<file path="config.mk">
export PLATFORM = sky130hd
export DESIGN_NAME = sk6812_rx_decoder
export DESIGN_NICKNAME = d
export VERILOG_FILES = /design/src/rtl/sk6812_rx_decoder.sv
export SDC_FILE = /design/constraint.sdc
export NUM_CORES = 1
export LEC_CHECK = 0
export ABC_AREA = 1
export CAP_MARGIN = 0
export CORE_UTILIZATION = 25
export DETAILED_ROUTE_END_ITERATION = 8
export RECOVER_POWER = 100
export SLEW_MARGIN = 5
export SYNTH_ARGS = -nofsm -noshare
export SYNTH_HDL_FRONTEND = slang
export SYNTH_SLANG_ARGS = --single-unit
export TNS_END_PERCENT = 5
</file>
<file path="constraint.sdc">
create_clock -name clk -period 3.1 [get_ports clk]
set_clock_uncertainty 0.05 [all_clocks]
set_input_delay 0.93 -clock clk [delete_from_list [all_inputs] [get_ports clk]]
set_output_delay 0.93 -clock clk [all_outputs]
set_load 0.01 [all_outputs]
</file>
<file path="src/rtl/sk6812_rx_decoder.sv">
// SK6812RGBW NRZ receive decoder: pulse-width bit classifier, 32-bit GRBW word packer,
// reset-gap frame detection and a small word FIFO with a valid/ready output.
module sk6812_rx_decoder #(
    parameter int T_THRESH_CLKS = 23,
    parameter int MIN_HIGH_CLKS = 5,
    parameter int MAX_HIGH_CLKS = 50,
    parameter int RESET_CLKS    = 4000,
    parameter int FIFO_DEPTH    = 4
) (
    input  logic        clk,
    input  logic        rst,
    input  logic        din,
    output logic [31:0] word_data,
    output logic        word_valid,
    input  logic        word_ready,
    output logic        frame_end,
    output logic [15:0] frame_words,
    output logic        err_glitch,
    output logic        err_long,
    output logic        err_partial,
    output logic        overrun
);

    localparam int PTR_W = $clog2(FIFO_DEPTH);
    localparam int CNT_W = PTR_W + 1;

    localparam logic [15:0]      C_THRESH = 16'(T_THRESH_CLKS);
    localparam logic [15:0]      C_MIN    = 16'(MIN_HIGH_CLKS);
    localparam logic [15:0]      C_MAX    = 16'(MAX_HIGH_CLKS);
    localparam logic [15:0]      C_RESET  = 16'(RESET_CLKS);
    localparam logic [CNT_W-1:0] C_DEPTH  = CNT_W'(FIFO_DEPTH);

    typedef enum logic [1:0] {
        S_WAIT_GAP,
        S_IDLE,
        S_HIGH,
        S_LOW
    } state_t;

    // ------------------------------------------------------------------
    // Input synchronizer
    // ------------------------------------------------------------------
    logic r_sync1;
    logic r_sync2;
    logic w_line;

    // NOTE: sequential state uses non-blocking assignments so every flop
    // samples the pre-edge value of its source, whatever the block order.
    always_ff @(posedge clk or negedge rst) begin
        if (!rst) begin
            r_sync1 <= 1'b0;
            r_sync2 <= 1'b0;
        end else begin
            r_sync1 <= din;
            r_sync2 <= r_sync1;
        end
    end

    assign w_line = r_sync2;

    // ------------------------------------------------------------------
    // Decoder state
    // ------------------------------------------------------------------
    state_t      r_state;
    logic [15:0] r_high_cnt;
    logic [15:0] r_low_cnt;
    logic [30:0] r_shift;
    logic [4:0]  r_bit_cnt;
    logic [15:0] r_words;
    logic [15:0] r_frame_words;
    logic        r_frame_end;
    logic        r_err_glitch;
    logic        r_err_long;
    logic        r_err_partial;

    logic [15:0] w_high_inc;
    logic [15:0] w_low_inc;
    logic [15:0] w_words_inc;
    logic        w_bit;
    logic        w_push;
    logic [31:0] w_push_word;

    assign w_high_inc  = (r_high_cnt == 16'hFFFF) ? r_high_cnt : r_high_cnt + 16'd1;
    assign w_low_inc   = (r_low_cnt  == 16'hFFFF) ? r_low_cnt  : r_low_cnt  + 16'd1;
    assign w_words_inc = (r_words    == 16'hFFFF) ? r_words    : r_words    + 16'd1;
    assign w_bit       = (r_high_cnt >= C_THRESH);

    // The 32nd accepted bit completes a word in the falling-edge cycle itself.
    assign w_push      = (r_state == S_HIGH) && !w_line && (r_high_cnt >= C_MIN)
                         && (r_bit_cnt == 5'd31);
    assign w_push_word = {r_shift, w_bit};

    always_ff @(posedge clk or negedge rst) begin
        if (!rst) begin
            r_state       <= S_WAIT_GAP;
            r_high_cnt    <= '0;
            r_low_cnt     <= '0;
            r_shift       <= '0;
            r_bit_cnt     <= '0;
            r_words       <= '0;
            r_frame_words <= '0;
            r_frame_end   <= 1'b0;
            r_err_glitch  <= 1'b0;
            r_err_long    <= 1'b0;
            r_err_partial <= 1'b0;
        end else begin
            r_frame_end   <= 1'b0;
            r_err_glitch  <= 1'b0;
            r_err_long    <= 1'b0;
            r_err_partial <= 1'b0;

            case (r_state)
                S_WAIT_GAP: begin
                    if (w_line) begin
                        r_low_cnt <= '0;
                    end else begin
                        r_low_cnt <= w_low_inc;
                        if (w_low_inc >= C_RESET) begin
                            r_state <= S_IDLE;
                        end
                    end
                end

                S_IDLE: begin
                    if (w_line) begin
                        r_state    <= S_HIGH;
                        r_high_cnt <= 16'd1;
                    end
                end

                S_HIGH: begin
                    if (w_line) begin
                        if (w_high_inc > C_MAX) begin
                            r_err_long <= 1'b1;
                            r_state    <= S_WAIT_GAP;
                            r_low_cnt  <= '0;
                            r_bit_cnt  <= '0;
                            r_words    <= '0;
                        end else begin
                            r_high_cnt <= w_high_inc;
                        end
                    end else if (r_high_cnt < C_MIN) begin
                        r_err_glitch <= 1'b1;
                        r_state      <= S_WAIT_GAP;
                        r_low_cnt    <= '0;
                        r_bit_cnt    <= '0;
                        r_words      <= '0;
                    end else begin
                        r_shift   <= {r_shift[29:0], w_bit};
                        r_bit_cnt <= r_bit_cnt + 5'd1;
                        if (r_bit_cnt == 5'd31) begin
                            r_words <= w_words_inc;
                        end
                        r_state   <= S_LOW;
                        r_low_cnt <= 16'd1;
                    end
                end

                S_LOW: begin
                    if (w_line) begin
                        r_state    <= S_HIGH;
                        r_high_cnt <= 16'd1;
                    end else begin
                        r_low_cnt <= w_low_inc;
                        if (w_low_inc >= C_RESET) begin
                            if (r_bit_cnt != 5'd0) begin
                                r_err_partial <= 1'b1;
                            end else if (r_words != 16'd0) begin
                                r_frame_end   <= 1'b1;
                                r_frame_words <= r_words;
                            end
                            r_words   <= '0;
                            r_bit_cnt <= '0;
                            r_state   <= S_IDLE;
                        end
                    end
                end

                default: r_state <= S_WAIT_GAP;
            endcase
        end
    end

    // ------------------------------------------------------------------
    // Word FIFO with registered head
    // ------------------------------------------------------------------
    logic [31:0]      r_mem [FIFO_DEPTH];
    logic [PTR_W-1:0] r_wr_ptr;
    logic [PTR_W-1:0] r_rd_ptr;
    logic [CNT_W-1:0] r_count;
    logic [31:0]      r_word_data;
    logic             r_word_valid;
    logic             r_overrun;

    logic             w_pop;
    logic             w_push_ok;
    logic [PTR_W-1:0] w_rd_next;
    logic [CNT_W-1:0] w_count_next;
    logic [31:0]      w_head_next;

    assign w_pop        = r_word_valid && word_ready;
    assign w_push_ok    = w_push && ((r_count < C_DEPTH) || w_pop);
    assign w_rd_next    = w_pop ? r_rd_ptr + PTR_W'(1) : r_rd_ptr;
    assign w_count_next = r_count + CNT_W'(w_push_ok) - CNT_W'(w_pop);

    // A word written this cycle is not in the array yet; forward it when it becomes the head.
    assign w_head_next  = (w_push_ok && (w_rd_next == r_wr_ptr)) ? w_push_word
                                                                 : r_mem[w_rd_next];

    // NOTE: the storage array has no reset; only pointers, count and the
    // output registers do, so stale entries are never visible.
    always_ff @(posedge clk) begin
        if (w_push_ok) begin
            r_mem[r_wr_ptr] <= w_push_word;
        end
    end

    always_ff @(posedge clk or negedge rst) begin
        if (!rst) begin
            r_wr_ptr     <= '0;
            r_rd_ptr     <= '0;
            r_count      <= '0;
            r_word_data  <= '0;
            r_word_valid <= 1'b0;
            r_overrun    <= 1'b0;
        end else begin
            if (w_push_ok) begin
                r_wr_ptr <= r_wr_ptr + PTR_W'(1);
            end
            r_rd_ptr     <= w_rd_next;
            r_count      <= w_count_next;
            r_word_valid <= (w_count_next != '0);
            r_word_data  <= (w_count_next != '0) ? w_head_next : 32'd0;
            r_overrun    <= w_push && !w_push_ok;
        end
    end

    assign word_data   = r_word_data;
    assign word_valid  = r_word_valid;
    assign frame_end   = r_frame_end;
    assign frame_words = r_frame_words;
    assign err_glitch  = r_err_glitch;
    assign err_long    = r_err_long;
    assign err_partial = r_err_partial;
    assign overrun     = r_overrun;

endmodule
</file>
==> results.ini <==
[die]
die_area_um2=50600
start_util_pct=25.4
die_h_um=225
ios=58
fp-row-count=81
coreArea_um2=49000
fp.dieW_um=225

[grt]
grt_pass1_wl_mm=47.0
first_global_vias=8856
overflow=0
grt_usage_pct=11.5
grt_antenna_before_repair=0
grt_start_max_net_pins=61

[outcome]
status=completed

[min_path]
worstHoldPathType=reg -> reg
hold_end=r_sync2$_DFF_PN0_
holdCritStartpoint=r_sync1$_DFF_PN0_
hold_depth=0

[clocking]
cts.path.max_buffers=3
h-tree-depth=1
numCtsBuffers=28
clock-root-buffer=clkbuf_16
postCtsHoldBufs=0
worst_skew_pair.late_latency_ns=0.56
cts_sinks=277
cts_tree=done
clkTransAtPathRegs_ns=0.07

[worst_setup_path]
critPathMaxFanout=7
rr_worst_depth=15
crit_top_cell=ha_4
critPathMaxStageDelay_ns=0.46
end_kind=flip-flop
startpoint_type=flip-flop
ff2ff_setup_slack_ns=0.04
cp.required_ns=3.50
critical_path_class=reg -> reg
arrival_ns=3.46
slowest_stage=or3_4
r2r_start=r_high_cnt[0]$_DFFE_PN0P_
crit_chain=inv_2 -> ha_4 -> o2111ai_4 -> nor2_4 -> nand2_4 -> nand4_4 -> ha_4 -> inv_2 -> ha_4 -> fa_2 -> xor2_2 -> or3_4 -> clkbuf_16 -> nand2_1 -> nor2_1
r2r-end=word_data[21]$_DFF_PN0_

[sta]
rsz0062_at_grt=yes
fmax_mhz=327
post-route-period-util_pct=98.8
min_period_ns=3.06
drv_slew=0
tightest_slew_ns=1.33
finalSetupViolations=0
slew_headroom_pct=11.3
whs_ns=0.300
hold_viol_final=0
setup_ws_ns=0.0377

[power]
p_clk_share_pct=32.3
power_frac_comb_pct=28.3
switching_share_pct=31.0
sequentialPowerShare_pct=39.4
power_switching_mw=3.23
peakVddDrop_uv=342
power_leakage_nw=6.62
power_density_nw_per_um2=673
p_int_mw=7.20

[place]
post-place-ws_ns=-0.540
io_buffers=57
dpl_cell_area_um2=14300
gp_congestion=0.854
placed_cells=2060
post-dp-hpwl_mm=18.8

[finish]
n_fill_cell=5008
post-route-util_pct=31.7
drive_gt1_share_pct=13.5
nets=1453
n_antenna_cell=0
final_cells=2119
final_cell_mix=nand2_1 (303), nor2_1 (187), dfrtp_1 (149)
stdcell_area_um2=15500
area_growth_pct=24.9
final_common_cell=nand2_1

[drt]
wl_mm=29.7
drt_iter0_drc=612
vias=9322
ant_nets=0
post-route-drc-count=0
drtPass1Iterations=8
wl_per_cell_um=14.0
via_per_inst=4.40

[yosys]
synth_cell_types=42
yosysWarnings=0
synthCells=1325
avgSynthCellArea_um2=9.37
yosysSeqAreaShare_pct=61.0
synth-async-reset-ratio_pct=53.8
yosys_most_used_dff=dfrtp_1
synth_edf_count=128
ys_ff_latch=277
syn-cell-area_um2=12400
syn_nets=1345

[run]
drv_cap=0

final cells by class:
cell class	count	area (µm²)	area share (%)
Sequential cell	277	7570	48.8
Tap cell	664	831	5.36
Multi-Input combinational cell	880	4430	28.6
Inverter	115	432	2.78
Timing Repair Buffer	131	1310	8.47
Clock buffer	40	796	5.13
Clock inverter	12	130	0.839
repair_timing:
item	CTS	global route
setup buffers	0	4
pin swaps	0	25
gates resized for setup	1	58
gates cloned	0	3
setup endpoints to repair	1	32
endpoints found under the hold margin	0	0
synth_stat cells (2+ instances only):
| master | n | area (µm²) |
|---|---|---|
| nand3_1 | 36 | 180 |
| a21oi_1 | 16 | 80.1 |
| nor3b_1 | 3 | 22.5 |
| nor4_1 | 3 | 18.8 |
| nor2_1 | 202 | 758 |
| nand4_4 | 2 | 42.5 |
| o21ai_1 | 12 | 60.1 |
| nor3_1 | 11 | 55.1 |
| buf_1 | 3 | 11.3 |
| ha_1 | 15 | 188 |
| xnor2_1 | 4 | 35.0 |
| o22ai_1 | 33 | 206 |
| o21ai_0 | 141 | 706 |
| inv_1 | 109 | 409 |
| nand2_1 | 325 | 1220 |
| dfrtp_1 | 149 | 3730 |
| nand2_2 | 2 | 12.5 |
| clkbuf_1 | 31 | 116 |
| xor2_1 | 17 | 149 |
| buf_2 | 15 | 75.1 |
| edfxtp_1 | 128 | 3840 |
| or2_2 | 3 | 18.8 |
| nor2_2 | 9 | 56.3 |
| buf_6 | 3 | 33.8 |
| inv_2 | 6 | 22.5 |
| nand3_2 | 2 | 20.0 |
| nand4_1 | 29 | 181 |
| o21bai_1 | 2 | 15.0 |
through the flow:
step,setup TNS [ns],power [mW]
final,0,10.4
after global routing,-1.20,11.0
after CTS,0,10.2
after detailed placement,-17.10,6.81
after global placement,-15.09,6.77
after floorplan,-5.95,5.71
flip-flops by register name, summed over array words and instances, names as in the netlist, 2 cells and up:
name         count
frame_words     16
r_bit_cnt        5
r_count          3
r_high_cnt      16
r_low_cnt       16
r_mem          128
r_rd_ptr         2
r_shift         31
r_state          2
r_words         16
r_wr_ptr         2
word_data       32
cell families after synthesis:
| logic type | count (synthesis) | share of synthesized area [%] |
|---|---|---|
| and+or+nand+nor | 634 | 21.4 |
| xor gates and xnor gates | 21 | 1.48 |
| AOI/OAI and AO/OA | 209 | 9.03 |
| DFF | 277 | 61.0 |
| adders and majority gates | 16 | 1.67 |
| buffers and inverters | 168 | 5.42 |
worst max-delay path by stage:
stage,depth (start not counted),slack (ns),startpoint,endpoint
2_1_floorplan,7,-0.04,r_high_cnt[0]$_DFFE_PN0P_,r_mem[0][0]$_DFFE_PP_
3_3_place_gp,13,-0.47,word_ready,word_data[21]$_DFF_PN0_
3_5_place_dp,13,-0.54,word_ready,word_data[25]$_DFF_PN0_
4_1_cts,15,0.02,r_high_cnt[0]$_DFFE_PN0P_,word_data[27]$_DFF_PN0_
5_1_grt,15,-0.06,r_high_cnt[0]$_DFFE_PN0P_,word_data[4]$_DFF_PN0_
6_report,15,0.04,r_high_cnt[0]$_DFFE_PN0P_,word_data[21]$_DFF_PN0_
per-layer routing:
metal | share of wire (%) | track usage (%)
met5 | 0 | 0
met4 | 1.4 | 1.95
met2 | 46 | 18.8
met3 | 3.7 | 1.93
met1 | 49 | 16.1
worst max-delay path: cells and delay by family, from the launching register on:
family	cells	cell delay, ns
AOI/OAI and AO/OA	1	0.20
xor gates and xnor gates	1	0.19
adders and majority gates	4	0.96
buffers and inverters	3	0.31
DFF	1	0.36
and+or+nand+nor	6	0.85
power groups by stage:
stage	logic [mW]	clock network [mW]	registers (mW)
2_1_floorplan	1.48	0	4.23
3_3_place_gp	2.58	0	4.19
3_5_place_dp	2.63	0	4.18
4_1_cts	2.64	3.45	4.11
5_1_grt	3.28	3.58	4.13
6_report	2.95	3.37	4.11
No activity file was read; power rests on OpenSTA's default activity.
